File: src/rtl/sync_ram_bist_if.sv
// Port bundle between the BIST engine and one single-port sync_ram instance.
interface sync_ram_bist_if #(
  parameter int unsigned DATA_WIDTH = 8,
  parameter int unsigned ADDR_WIDTH = 4
);
  logic                  ram_we;
  logic [ADDR_WIDTH-1:0] ram_addr;
  logic [DATA_WIDTH-1:0] ram_din;
  logic [DATA_WIDTH-1:0] ram_dout;

  modport master (output ram_we, output ram_addr, output ram_din, input ram_dout);
  modport slave  (input ram_we, input ram_addr, input ram_din, output ram_dout);
endinterface

File: src/rtl/sync_ram_bist.sv
// March C- self-test engine for a single-port sync_ram (1-cycle read latency).
// Runs zeros/ones backgrounds on a start pulse and reports the first mismatch.
module sync_ram_bist #(
  parameter int unsigned DATA_WIDTH = 8,
  parameter int unsigned ADDR_WIDTH = 4
) (
  input  logic                  clk,
  input  logic                  rst_n,
  input  logic                  start,
  output logic                  busy,
  output logic                  done,
  output logic                  pass,
  output logic [2:0]            fail_elem,
  output logic [ADDR_WIDTH-1:0] fail_addr,
  output logic [DATA_WIDTH-1:0] fail_data,
  sync_ram_bist_if.master       ram
);

  localparam logic [2:0]            LAST_ELEM = 3'd5;
  localparam logic [ADDR_WIDTH-1:0] ADDR_MAX  = '1;

  typedef enum logic [1:0] {S_IDLE, S_RUN, S_DRAIN, S_DONE} state_t;

  // Element table: E0 up(w0) E1 up(r0,w1) E2 up(r1,w0) E3 dn(r0,w1) E4 dn(r1,w0) E5 up(r0)
  function automatic logic elem_down(input logic [2:0] e);
    return (e == 3'd3) || (e == 3'd4);
  endfunction

  function automatic logic elem_has_rd(input logic [2:0] e);
    return e != 3'd0;
  endfunction

  function automatic logic elem_has_wr(input logic [2:0] e);
    return e != LAST_ELEM;
  endfunction

  function automatic logic elem_rd_one(input logic [2:0] e);
    return (e == 3'd2) || (e == 3'd4);
  endfunction

  function automatic logic elem_wr_one(input logic [2:0] e);
    return (e == 3'd1) || (e == 3'd3);
  endfunction

  state_t                state_q, state_d;
  logic [2:0]            elem_q, elem_d;
  logic [ADDR_WIDTH-1:0] addr_q, addr_d;
  logic                  phase_q, phase_d;

  logic                  cmp_vld_q, cmp_vld_d;
  logic                  cmp_one_q, cmp_one_d;
  logic [ADDR_WIDTH-1:0] cmp_addr_q, cmp_addr_d;
  logic [2:0]            cmp_elem_q, cmp_elem_d;

  logic                  busy_d, done_d, pass_d;
  logic [2:0]            fail_elem_d;
  logic [ADDR_WIDTH-1:0] fail_addr_d;
  logic [DATA_WIDTH-1:0] fail_data_d;
  logic                  ram_we_d;
  logic [ADDR_WIDTH-1:0] ram_addr_d;
  logic [DATA_WIDTH-1:0] ram_din_d;

  logic                  at_end_c, last_op_c, mismatch_c, cur_rd_c;
  logic [2:0]            adv_elem;
  logic [ADDR_WIDTH-1:0] adv_addr;
  logic                  adv_phase;
  logic                  issue;
  logic [2:0]            op_elem;
  logic [ADDR_WIDTH-1:0] op_addr;
  logic                  op_phase;

  // The down counter stops at address 0 instead of wrapping.
  assign at_end_c   = elem_down(elem_q) ? (addr_q == '0) : (addr_q == ADDR_MAX);
  assign last_op_c  = (elem_q == LAST_ELEM) && at_end_c;
  assign cur_rd_c   = elem_has_rd(elem_q) && !phase_q;
  assign mismatch_c = cmp_vld_q && (ram.ram_dout != {DATA_WIDTH{cmp_one_q}});

  // Sequence position of the op following the one currently on the RAM port.
  always_comb begin
    adv_elem  = elem_q;
    adv_addr  = addr_q;
    adv_phase = 1'b0;
    if (elem_has_rd(elem_q) && elem_has_wr(elem_q) && !phase_q) begin
      adv_phase = 1'b1;
    end else if (at_end_c) begin
      adv_elem = 3'(elem_q + 3'd1);
      adv_addr = elem_down(3'(elem_q + 3'd1)) ? ADDR_MAX : '0;
    end else if (elem_down(elem_q)) begin
      adv_addr = addr_q - ADDR_WIDTH'(1);
    end else begin
      adv_addr = addr_q + ADDR_WIDTH'(1);
    end
  end

  always_comb begin
    state_d     = state_q;
    elem_d      = elem_q;
    addr_d      = addr_q;
    phase_d     = phase_q;
    busy_d      = busy;
    done_d      = done;
    pass_d      = pass;
    fail_elem_d = fail_elem;
    fail_addr_d = fail_addr;
    fail_data_d = fail_data;
    ram_we_d    = 1'b0;
    ram_addr_d  = ram.ram_addr;
    ram_din_d   = ram.ram_din;
    // A read on the port this cycle is compared when its data returns next cycle.
    cmp_vld_d   = (state_q == S_RUN) && cur_rd_c;
    cmp_one_d   = elem_rd_one(elem_q);
    cmp_addr_d  = addr_q;
    cmp_elem_d  = elem_q;
    issue       = 1'b0;
    op_elem     = adv_elem;
    op_addr     = adv_addr;
    op_phase    = adv_phase;

    unique case (state_q)
      S_IDLE, S_DONE: begin
        if (start) begin
          state_d     = S_RUN;
          busy_d      = 1'b1;
          done_d      = 1'b0;
          pass_d      = 1'b0;
          fail_elem_d = '0;
          fail_addr_d = '0;
          fail_data_d = '0;
          issue       = 1'b1;
          op_elem     = '0;
          op_addr     = '0;
          op_phase    = 1'b0;
        end
      end
      S_RUN: begin
        if (mismatch_c) begin
          state_d     = S_DONE;
          busy_d      = 1'b0;
          done_d      = 1'b1;
          pass_d      = 1'b0;
          fail_elem_d = cmp_elem_q;
          fail_addr_d = cmp_addr_q;
          fail_data_d = ram.ram_dout;
        end else if (last_op_c) begin
          state_d = S_DRAIN;
        end else begin
          issue = 1'b1;
        end
      end
      S_DRAIN: begin
        state_d = S_DONE;
        busy_d  = 1'b0;
        done_d  = 1'b1;
        pass_d  = !mismatch_c;
        if (mismatch_c) begin
          fail_elem_d = cmp_elem_q;
          fail_addr_d = cmp_addr_q;
          fail_data_d = ram.ram_dout;
        end
      end
      default: state_d = S_IDLE;
    endcase

    if (issue) begin
      elem_d     = op_elem;
      addr_d     = op_addr;
      phase_d    = op_phase;
      ram_addr_d = op_addr;
      if (!(elem_has_rd(op_elem) && !op_phase)) begin
        ram_we_d  = 1'b1;
        ram_din_d = {DATA_WIDTH{elem_wr_one(op_elem)}};
      end
    end
  end

  always_ff @(posedge clk or negedge rst_n) begin
    if (!rst_n) begin
      state_q      <= S_IDLE;
      elem_q       <= '0;
      addr_q       <= '0;
      phase_q      <= 1'b0;
      cmp_vld_q    <= 1'b0;
      cmp_one_q    <= 1'b0;
      cmp_addr_q   <= '0;
      cmp_elem_q   <= '0;
      busy         <= 1'b0;
      done         <= 1'b0;
      pass         <= 1'b0;
      fail_elem    <= '0;
      fail_addr    <= '0;
      fail_data    <= '0;
      ram.ram_we   <= 1'b0;
      ram.ram_addr <= '0;
      ram.ram_din  <= '0;
    end else begin
      state_q      <= state_d;
      elem_q       <= elem_d;
      addr_q       <= addr_d;
      phase_q      <= phase_d;
      cmp_vld_q    <= cmp_vld_d;
      cmp_one_q    <= cmp_one_d;
      cmp_addr_q   <= cmp_addr_d;
      cmp_elem_q   <= cmp_elem_d;
      busy         <= busy_d;
      done         <= done_d;
      pass         <= pass_d;
      fail_elem    <= fail_elem_d;
      fail_addr    <= fail_addr_d;
      fail_data    <= fail_data_d;
      ram.ram_we   <= ram_we_d;
      ram.ram_addr <= ram_addr_d;
      ram.ram_din  <= ram_din_d;
    end
  end

endmodule
File: src/flat_wrapper.sv
// flat-port wrapper written by rule: the top's interface ports become plain ports
module sync_ram_bist_flat 
#(
  parameter int unsigned DATA_WIDTH = 8,
  parameter int unsigned ADDR_WIDTH = 4
)
  (clk, rst_n, start, busy, done, pass, fail_elem, fail_addr, fail_data, ram_ram_we, ram_ram_addr, ram_ram_din, ram_ram_dout);
  sync_ram_bist_if #(.DATA_WIDTH(DATA_WIDTH), .ADDR_WIDTH(ADDR_WIDTH)) ram_i ();
  input  logic clk;
  input  logic rst_n;
  input  logic start;
  output logic busy;
  output logic done;
  output logic pass;
  output logic [2:0] fail_elem;
  output logic [ADDR_WIDTH-1:0] fail_addr;
  output logic [DATA_WIDTH-1:0] fail_data;
  output wire logic [$bits(ram_i.ram_we)-1:0] ram_ram_we;
  output wire logic [$bits(ram_i.ram_addr)-1:0] ram_ram_addr;
  output wire logic [$bits(ram_i.ram_din)-1:0] ram_ram_din;
  input wire logic [$bits(ram_i.ram_dout)-1:0] ram_ram_dout;
  assign ram_ram_we = ram_i.ram_we;
  assign ram_ram_addr = ram_i.ram_addr;
  assign ram_ram_din = ram_i.ram_din;
  assign ram_i.ram_dout = ram_ram_dout;
  sync_ram_bist #(.DATA_WIDTH(DATA_WIDTH), .ADDR_WIDTH(ADDR_WIDTH)) u_core (.clk(clk), .rst_n(rst_n), .start(start), .busy(busy), .done(done), .pass(pass), .fail_elem(fail_elem), .fail_addr(fail_addr), .fail_data(fail_data), .ram(ram_i));
endmodule
File: config.mk
export PLATFORM = sky130hd
export DESIGN_NAME = sync_ram_bist_flat
export DESIGN_NICKNAME = d
export VERILOG_FILES = /design/src/rtl/sync_ram_bist_if.sv /design/src/rtl/sync_ram_bist.sv /design/src/flat_wrapper.sv
export SDC_FILE = /design/constraint.sdc
export NUM_CORES = 1
export LEC_CHECK = 0
export ABC_CLOCK_PERIOD_IN_PS = 6400
export CAP_MARGIN = 15
export CORE_UTILIZATION = 35
export DETAILED_ROUTE_END_ITERATION = 6
export SYNTH_ARGS = -nofsm -noshare
export SYNTH_HDL_FRONTEND = slang
export SYNTH_SLANG_ARGS = --single-unit
File: constraint.sdc
create_clock -name clk -period 6.4 [get_ports clk]
set_input_delay 1.28 -clock clk [delete_from_list [all_inputs] [get_ports clk]]
set_output_delay 1.28 -clock clk [all_outputs]
set_load 0.005 [all_outputs]
After elaboration in Yosys (flattened, before gate mapping)
Index checks and enable logic that the tools add are counted.
Storage, ports and cells
  register bits: 39
  bits in latches: 0
  memory bits (writable): 0
  bits in read-only memories: 0
  bits of input ports: 11
  output and inout port bits: 31
  logic and storage cells: 102
  memories kept: 0
Cells by class
  $add $sub $neg: 3
  multiply operators: 0
  divide/modulo/power cells: 0
  $lt $le $gt $ge: 0
  eq/ne operators: 18
  shift-type cells: 0
  mux-type cells: 40
  bitwise gates (word level): 1
  reduce and logical (&&, ||, !) cells: 24
Operators by type and width (number)
  4-bit 2-to-1 mux: 8
  3-bit 2-to-1 mux: 6
  8-bit 2-to-1 mux: 2
  8-bit one-hot mux with 2 select lines: 1
  1-bit 2-to-1 mux: 13
  3-bit by 2-bit == test with 1-bit output, second input constant: 4
  3-bit == test, second input constant: 3
  1-bit one-hot mux with 3 select lines: 3
  8-bit inequality test: 1
  4-bit one-hot mux with 2 select lines: 1
  2-bit AND reduction: 4
  1-bit logical AND: 7
  2-bit 2-to-1 mux: 3
  2-bit one-hot mux with 3 select lines: 1
  3-bit one-hot mux with 2 select lines: 1
  3-bit nonzero test: 2
  4-bit by 1-bit adder with 4-bit output, second input constant: 1
  2-bit == test, second input constant: 2
  4-bit == test, second input constant: 1
  4-bit logical NOT: 1
  1-bit logical OR: 4
  2-bit by 1-bit inequality test with 1-bit output, second input constant: 2
  2-bit OR reduction: 2
  4-bit by 1-bit subtractor with 4-bit output, second input constant: 1
  other kinds (10): 12

Depth between registers and ports, before layout
Gate-level depths: netlist of the first run.
  depth in word-level cells: 11
  gate-level depth with buffers: 11
  depth with buffers taken out: 11

Worst setup path after synthesis of the first run
Ideal clock, no wire load.
  kind: input-to-reg
  start point: input port ram_ram_dout[0]
  end point: register, netlist name u_core.ram.ram_din[0]
  data arrival time: 2.741 ns
  required time: 6.314 ns
  path slack: 3.573 ns
  cell stages on the path: 6
  path buffers: 0
  path through: nand4_1 -> or3_1 -> a31oi_4 -> nand2_1 -> or4_1 -> o221ai_2
Between the ends
  cells in the longest elaborated chain, start to end: 5
RTL lines
  start: declaration: line flat_wrapper.sv:21  | input wire logic [$bits(ram_i.ram_dout)-1:0] ram_ram_dout;
  8-bit inequality test: line sync_ram_bist.sv:76  | assign mismatch_c = cmp_vld_q && (ram.ram_dout != {DATA_WIDTH{cmp_one_q}});
  1-bit logical AND: line sync_ram_bist.sv:76
  1-bit 2-to-1 mux: line sync_ram_bist.sv:136  | if (mismatch_c) begin
  1-bit one-hot mux with 2 select lines: line sync_ram_bist.sv:119  | unique case (state_q)
  2-bit AND reduction (no source line)
Every way passes these cells.
A chain may end at the register's enable or synchronous reset.

Worst setup path in the final report of the first run
  start point: input port ram_ram_dout[0]
  end point: register, netlist name u_core.ram.ram_din[0]
Between the ends
  cells in the longest elaborated chain, start to end: 5
RTL lines (line)
  8-bit inequality test: sync_ram_bist.sv:76
  1-bit logical AND: sync_ram_bist.sv:76
  1-bit 2-to-1 mux: sync_ram_bist.sv:136
  1-bit one-hot mux with 2 select lines: sync_ram_bist.sv:119
  2-bit AND reduction (no source line)
Every way passes these cells.

==> results of run 1 <==
final cells by class:
type | count | area [um2] | area share, %
multi-input combinational | 156 | 1030 | 39.1
tap | 75 | 93.8 | 3.55
inverter | 11 | 41.3 | 1.56
timing repair buffer | 42 | 413 | 15.6
sequential | 39 | 976 | 36.9
clock inverter | 3 | 15.0 | 0.568
clock buffer | 5 | 68.8 | 2.61
flip-flops by register name, indices dropped and copies added, names as in the netlist, 2 cells and up:
signal,cells
u_core.cmp_addr_q,4
u_core.cmp_elem_d,3
u_core.cmp_elem_q,3
u_core.fail_addr,4
u_core.fail_data,8
u_core.fail_elem,3
u_core.ram.ram_addr,4
u_core.state_q,2
cell families (layout without fill, tap and decap cells):
kind of cell | after synthesis | in the layout | share of synthesized area (%)
xor gates and xnor gates | 4 | 4 | 1.63
and+or+nand+nor | 87 | 87 | 19.8
DFF | 39 | 39 | 45.5
muxes | 6 | 6 | 4.26
adders and majority gates | 11 | 11 | 6.77
AOI/OAI and AO/OA | 48 | 48 | 15.7
buffers and inverters | 25 | 61 | 6.30
power by group:
group / internal, W / total [W] / switching (W)
clock: 0.0000745 / 0.000158 / 0.0000840
combinational: 0.000127 / 0.000292 / 0.000165
sequential: 0.000283 / 0.000314 / 0.0000309
cells in the mapped netlist, types with 2 or more instances:
| cell | count | share of area [%] |
|---|---|---|
| nand2_1 | 41 | 7.2 |
| dfrtp_1 | 39 | 46 |
| o21ai_0 | 20 | 4.7 |
| inv_1 | 11 | 1.9 |
| ha_1 | 10 | 5.8 |
| nor2_1 | 10 | 1.8 |
| a21oi_1 | 9 | 2.1 |
| buf_4 | 7 | 2.5 |
| nand3_1 | 6 | 1.4 |
| and2_1 | 4 | 1.2 |
| clkbuf_1 | 4 | 0.70 |
| nand4_1 | 4 | 1.2 |
| nor3_1 | 4 | 0.93 |
| nor4_1 | 3 | 0.88 |
| or3_1 | 3 | 0.88 |
| a211oi_1 | 2 | 0.70 |
| a21o_1 | 2 | 0.70 |
| mux2i_1 | 2 | 0.93 |
| mux2i_4 | 2 | 2.1 |
| nand2b_1 | 2 | 0.58 |
| nor2b_1 | 2 | 0.58 |
| o22ai_1 | 2 | 0.58 |
| xnor2_1 | 2 | 0.82 |
| xor2_1 | 2 | 0.82 |
worst reg2reg max path, stage by stage, from the launching register on:
cell and delay [ps]:
dfrtp_1 510, inv_1 180, ha_1 290, mux2i_4 280, inv_1 150, ha_1 290, a21o_2 210, a21oi_1 180
xnor2_1 90, a211oi_1 330, nor4_1 110, a211o_1 280
worst min-delay path by stage:
stage                                              start                              end
final                     u_core.cmp_elem_q[2]$_DFF_PN0_  u_core.fail_elem[2]$_DFFE_PN0P_
after global routing      u_core.cmp_addr_q[3]$_DFF_PN0_  u_core.fail_addr[3]$_DFFE_PN0P_
after CTS                 u_core.cmp_addr_q[1]$_DFF_PN0_  u_core.fail_addr[1]$_DFFE_PN0P_
after detailed placement  u_core.cmp_elem_q[2]$_DFF_PN0_  u_core.fail_elem[2]$_DFFE_PN0P_
after global placement    u_core.cmp_elem_q[2]$_DFF_PN0_  u_core.fail_elem[2]$_DFFE_PN0P_
after floorplan           u_core.cmp_addr_q[0]$_DFF_PN0_  u_core.fail_addr[0]$_DFFE_PN0P_
layout by cell type, fill, tap and decap left out, types with 2 or more instances in the layout:
master | Yosys | routed
a211oi_1 | 2 | 2
a21o_1 | 2 | 2
a21oi_1 | 9 | 9
and2_1 | 4 | 4
clkbuf_8 | 1 | 5
clkdlybuf4s50_1 | 0 | 40
clkinv_2 | 0 | 3
dfrtp_1 | 39 | 39
ha_1 | 10 | 10
inv_1 | 11 | 11
mux2i_1 | 2 | 2
mux2i_4 | 2 | 2
nand2_1 | 41 | 41
nand2b_1 | 2 | 2
nand3_1 | 6 | 6
nand4_1 | 4 | 4
nor2_1 | 10 | 10
nor2b_1 | 2 | 2
nor3_1 | 4 | 4
nor4_1 | 3 | 3
o21ai_0 | 20 | 20
o22ai_1 | 2 | 2
or3_1 | 3 | 3
xnor2_1 | 2 | 2
xor2_1 | 2 | 2
layer usage:
layer | part of all wire, % | routed length [um]
met3 | 3.5 | 148
met4 | 2.4 | 101
met5 | 0 | 0
met1 | 47 | 2010
met2 | 47 | 2020
stage by stage:
| stage | worst slack (ps) | power, W | cell area (um2) |
|---|---|---|---|
| floorplan | 3570 | 0.000510 | 2140 |
| global placement | 2910 | 0.000611 | 2560 |
| detailed placement | 2890 | 0.000613 | 2560 |
| CTS | 3190 | 0.000776 | 2640 |
| global route | 3050 | 0.000823 | 2640 |
| finish | 3180 | 0.000764 | 2640 |
==> key figures, run 1 <==
Global route
  • M1 GR Usage: 18.0%
  • GRT Max-Usage Layer: met2
  • Initial antenna violation count: 0
  • Global routing usage on met2: 24.5%
  • Total Routing Usage GR: 15.0%
  • GRT overflow: 0
  • First-pass GRT wire length: 7150 um
  • Met3 Resource Use GR: 3.07%
  • Vias in the first global route: 1570
  • Largest net degree at the start of global routing: 40

Floorplan
  • Core ar.: 0.00592 mm2
  • # rows: 28
  • Io pins: 42
  • Die height: 80.3 um
  • Width of the die: 80.3 um
  • Full die area: 0.00644 mm2
  • Initial core utilization: 36.2%

Timing
  • Hold WS: 458 ps
  • Clock skew: 3.90 ps
  • RSZ-0062 raised after global routing: no
  • Final Hold Fails: 0
  • Final period util: 50.2%
  • TNS Setup: 0 ps
  • Pins over their slew limit: 0
  • Max Fclk: 311 MHz
  • Worst-Margin Slew: 847 ps
  • Min Tclk post-route: 3220 ps
  • Final setup vio count: 0
  • Slew HR: 43.6%

Setup path
  • Critical path depth in cells: 7
  • Slowest-stage cell, CP: or4_1
  • Crit path launch type: input port
  • Critical path class: in -> reg
  • Required time of the critical path: 6610 ps
  • WP buf/inv: 1
  • R2R Setup Slk: 3400 ps
  • Critical R2R Capture: u_core.ram.ram_addr[3]$_DFFE_PN0P_
  • CP Capture Type: register
  • FF-to-FF path depth: 11
  • Critical Path Source: ram_ram_dout[0]
  • Worst Path Max Fanout: 8
  • RR Startpoint: u_core.cmp_elem_d[0]$_DFFE_PN0P_
  • Crit path cell chain: clkdlybuf4s50_1, nand4_1, or3_1, a31oi_4, nand2_1, or4_1, o221ai_2
  • Worst Setup EP: u_core.ram.ram_din[0]$_DFFE_PN0P_
  • Delay-heaviest family, CP: simple AND/OR/NAND/NOR gates
  • Data arrival time of the worst path: 3430 ps
  • CP max stage delay: 560 ps

Layout
  • Layout Cells excl Fill: 331
  • Area Growth Syn to Fin: 23.2%
  • Share of layout cells above drive strength 1: 8.98%
  • Antenna Cells: 0
  • Util after Layout: 44.6%
  • Fillcell total: 561
  • Nets: 277

CTS
  • Worst-Skew Late Latency: 290 ps
  • H-tree depth: 2
  • Root Buffer: clkbuf_8
  • CTS tree: done
  • CTS buffer count: 5
  • Post-CTS sizing: 0
  • Clk pin slew, worst setup/hold paths: 70 ps
  • Post-CTS Setup Bufs: 0
  • Post-CTS Hold Buffers: 0
  • CTS max path bufs: 2
  • Number of clock sinks: 39

Detailed routing
  • First drt pass iteration count: 4
  • Routed Antenna Nets: 0
  • DRC: 0
  • Iter 0 DRT Violations: 86
  • Via-to-Cell Ratio: 4.97
  • Routed wire length: 4280 um
  • Via count: 1646
  • Routed length per instance: 12.9 um

Synthesis
  • Netlist cell types: 51
  • Post-synth ARST share: 100%
  • Mapped Cells: 220
  • Top_reg_cell synth: dfrtp_1
  • Synth warnings: 0
  • Mapped Nets: 242
  • Synthesized area per cell: 9.75 um2
  • Post-synthesis sequential area ratio: 45.5%
  • Post-synth EDFFs: 0
  • Register bit total from synthesis: 39
  • Cell Area, Synth: 0.00214 mm2

Power and ir drop
  • Peak VDD IR: 0.120 mV
  • PwrDens: 289 mW/mm2
  • Leak: 1.13 nW

Placed design
  • Port Buf Inserts: 41
  • Placed Cells: 323
  • GP Congestion: 0.841
  • Final HPWL DP: 3100 um

Worst hold path
  • Hold path depth: 2
  • Hold Crit Class: reg -> reg

Run status
  • Status: complete, no violations

Run
  • Max cap viols: 0
(Power assumes the default switching activity.)
==> run 2: changes to the inputs <==
--- a/config.mk
+++ b/config.mk
@@ -5,7 +5,7 @@
 export SDC_FILE = /design/constraint.sdc
 export NUM_CORES = 1
 export LEC_CHECK = 0
-export ABC_CLOCK_PERIOD_IN_PS = 6400
+export ABC_CLOCK_PERIOD_IN_PS = 3000
 export CAP_MARGIN = 15
 export CORE_UTILIZATION = 35
 export DETAILED_ROUTE_END_ITERATION = 6
==> constraint.sdc (replaced) <==
create_clock -name clk -period 3 [get_ports clk]
set_input_delay 0.6 -clock clk [delete_from_list [all_inputs] [get_ports clk]]
set_output_delay 0.6 -clock clk [all_outputs]
set_load 0.005 [all_outputs]
==> run 2 against run 1 <==
Die area stayed put. Clock power is 140% higher. Cell area is 1.8% higher. Critical path depth is 4 higher. Non-clock buffer count is 4 higher. Via count is 1.1% lower. Cell count is 1.2% higher. Sequential cell count stayed put. Routed wire length is 0.35% higher. Register-to-register slack worse by 3100 ps. Critical path type is now reg -> reg. Highest routed layer unchanged.
==> key figures, run 2 (synthesis gave the netlist of run 1 again) <==
CTS
  • Worst-Skew Late Latency: 290 ps (about the same)
  • Number of clock sinks: 39 (unchanged)
  • Post-CTS Hold Buffers: 0 (unchanged)
  • H-tree depth: 2 (unchanged)
  • Clk pin slew, worst setup/hold paths: 70 ps (about the same)
  • Post-CTS Setup Bufs: 0 (unchanged)
  • CTS max path bufs: 2 (unchanged)
  • CTS tree: done
  • CTS buffer count: 5 (unchanged)
  • Root Buffer: clkbuf_8

Detailed routing
  • Iter 0 DRT Violations: 63 (-27%)
  • DRC: 0 (unchanged)
  • Routed Antenna Nets: 0 (unchanged)
  • Routed wire length: 4300 um (+0.35%)
  • Routed length per instance: 12.8 um (-0.85%)
  • Via-to-Cell Ratio: 4.86 (-2.3%)
  • First drt pass iteration count: 4 (unchanged)
  • Via count: 1628 (-1.1%)

Placed design
  • Port Buf Inserts: 41 (unchanged)
  • Final HPWL DP: 3130 um (+0.91%)
  • Area after DPL: 0.00259 mm2 (+1.2%)
  • GP Congestion: 0.853 (+1.4%)

Timing
  • Clock skew: 1.68 ps (-2.22 ps)
  • Slew HR: 43.0% (-0.60 points)
  • Final period util: 90.3%
  • Pins over their slew limit: 0 (unchanged)
  • Final setup vio count: 0 (unchanged)
  • TNS Setup: 0 ps (unchanged)
  • RSZ-0062 raised after global routing: no
  • Final Hold Fails: 0 (unchanged)
  • Max Fclk: 369 MHz
  • Worst-Margin Slew: 856 ps (+9.05 ps)
  • Min Tclk post-route: 2710 ps

Setup path
  • Critical path depth in cells: 11 (+4)
  • Crit path cell chain: inv_1, ha_1, mux2i_4, inv_1, ha_1, a21o_2, a21oi_1, xnor2_1, a211oi_1, nor4_1, a211o_1
  • Required time of the critical path: 3170 ps (-3440 ps)
  • FF-to-FF path depth: 11 (unchanged)
  • CP max stage delay: 450 ps (-110 ps)
  • R2R Setup Slk: 290 ps (-3110 ps)
  • Data arrival time of the worst path: 2880 ps (-550 ps)
  • RR Startpoint: u_core.cmp_elem_d[0]$_DFFE_PN0P_
  • CP Capture Type: register
  • Critical Path Source: u_core.cmp_elem_d[0]$_DFFE_PN0P_
  • Worst Path Max Fanout: 8 (unchanged)
  • Critical path class: reg -> reg
  • WP buf/inv: 2 (+1)
  • Crit path launch type: register
  • Delay-heaviest family, CP: compound AO/OA/AOI/OAI gates
  • Slowest-stage cell, CP: dfrtp_2

Run status
  • Status: complete, no violations

Global route
  • Initial antenna violation count: 0 (unchanged)
  • First-pass GRT wire length: 7290 um (+2.0%)
  • Total Routing Usage GR: 15.0% (-0.028 points)
  • Largest net degree at the start of global routing: 40 (unchanged)
  • GRT overflow: 0 (unchanged)
  • Vias in the first global route: 1587 (+1.1%)

Layout
  • Max reg flops: 8 (unchanged)
  • Area Growth Syn to Fin: 25.4%
  • Antenna Cells: 0 (unchanged)
  • Post-route cell area: 0.00269 mm2 (+1.8%)
  • Most flop-heavy register: u_core.fail_data
  • Most frequent cells in the layout: nand2_1, clkdlybuf4s50_1, dfrtp_1
  • Commonest non-fill, non-tap cell in the layout: nand2_1
  • Fillcell total: 588 (+4.8%)
  • Nets: 281 (+1.4%)
  • Share of layout cells above drive strength 1: 10.4% (+1.4 points)

Power and ir drop
  • Leak: 1.15 nW (+1.8%)
  • PwrDens: 633 mW/mm2 (+120%)
  • Peak VDD IR: 0.297 mV (+150%)

Floorplan
  • Initial core utilization: 36.2% (unchanged)
  • Io pins: 42 (unchanged)
  • # rows: 28 (unchanged)
  • Die height: 80.3 um (unchanged)
  • Full die area: 0.00644 mm2 (unchanged)
  • Width of the die: 80.3 um (unchanged)
  • Core ar.: 0.00592 mm2 (unchanged)

Run
  • Max cap viols: 0 (unchanged)

Worst hold path
  • Hold Crit Class: in -> async
==> run 2: changes by cell type in the layout (fill, tap and decap cells not counted) <==
cell and change:
clkinv_2 -3, clkbuf_1 +1, clkbuf_8 +2, dfrtp_1 -1, dfrtp_2 +1, buf_4 +4
==> run 2: area by class of cell <==
class                      instances  area, um2  area share [%]
clock buffer                       8        100            3.72
inverter                          11       41.3            1.54
multi-input combinational        156       1030            38.4
sequential                        39        977            36.3
tap                               75       93.8            3.49
timing repair buffer              46        443            16.5
==> run 2: what timing repair did <==
item,in CTS,in global routing
endpoints found under the setup margin,0,1
gates resized for setup,0,1
endpoints found under the hold margin,0,0
==> run 2: worst paths after layout <==
check / endpoint
max in group asynchronous: u_core.cmp_elem_d[0]$_DFFE_PN0P_
setup / recovery: u_core.ram.ram_addr[3]$_DFFE_PN0P_
hold / removal: u_core.fail_addr[1]$_DFFE_PN0P_
setup reg to reg: u_core.ram.ram_addr[3]$_DFFE_PN0P_
min in group clk: u_core.fail_elem[1]$_DFFE_PN0P_
hold reg to reg: u_core.fail_elem[1]$_DFFE_PN0P_
==> run 2: per-stage QoR <==
| step | worst slack, ps | hold slack, ps | utilization [%] | std cells | total power [W] |
|---|---|---|---|---|---|
| 3_3_place_gp | 257 | 430 | 43.7 | 327 | 0.00133 |
| 5_1_grt | 97.5 | 480 | 45.4 | 335 | 0.00183 |
| 2_1_floorplan | 381 | 304 | - | 220 | 0.00109 |
| 3_5_place_dp | 235 | 437 | 43.7 | 327 | 0.00133 |
| 4_1_cts | 199 | 456 | 45.4 | 335 | 0.00172 |
| 6_report | 292 | 421 | 45.4 | 335 | 0.00170 |
==> run 2: routing by layer <==
layer / routed length (um) / track usage [%] / up-vias
met3: 119 / 2.95 / 7
met2: 1960 / 23.8 / 29
met4: 94 / 7.86 / 0
met1: 2130 / 19.2 / 763
met5: 0 / 0 / -
li1: - / - / 829
==> run 2: worst register-to-register path, cell delays in order, from the launching register on <==
cell	delay, ps
dfrtp_2	450
inv_1	140
ha_1	270
mux2i_4	170
inv_1	110
ha_1	280
a21o_2	210
a21oi_1	170
xnor2_1	90
a211oi_1	350
nor4_1	90
a211o_1	280
==> run 2: power breakdown <==
part	internal (W)	switching [W]
registers	0.000604	0.0000672
clock network	0.000210	0.000172
logic	0.000287	0.000360
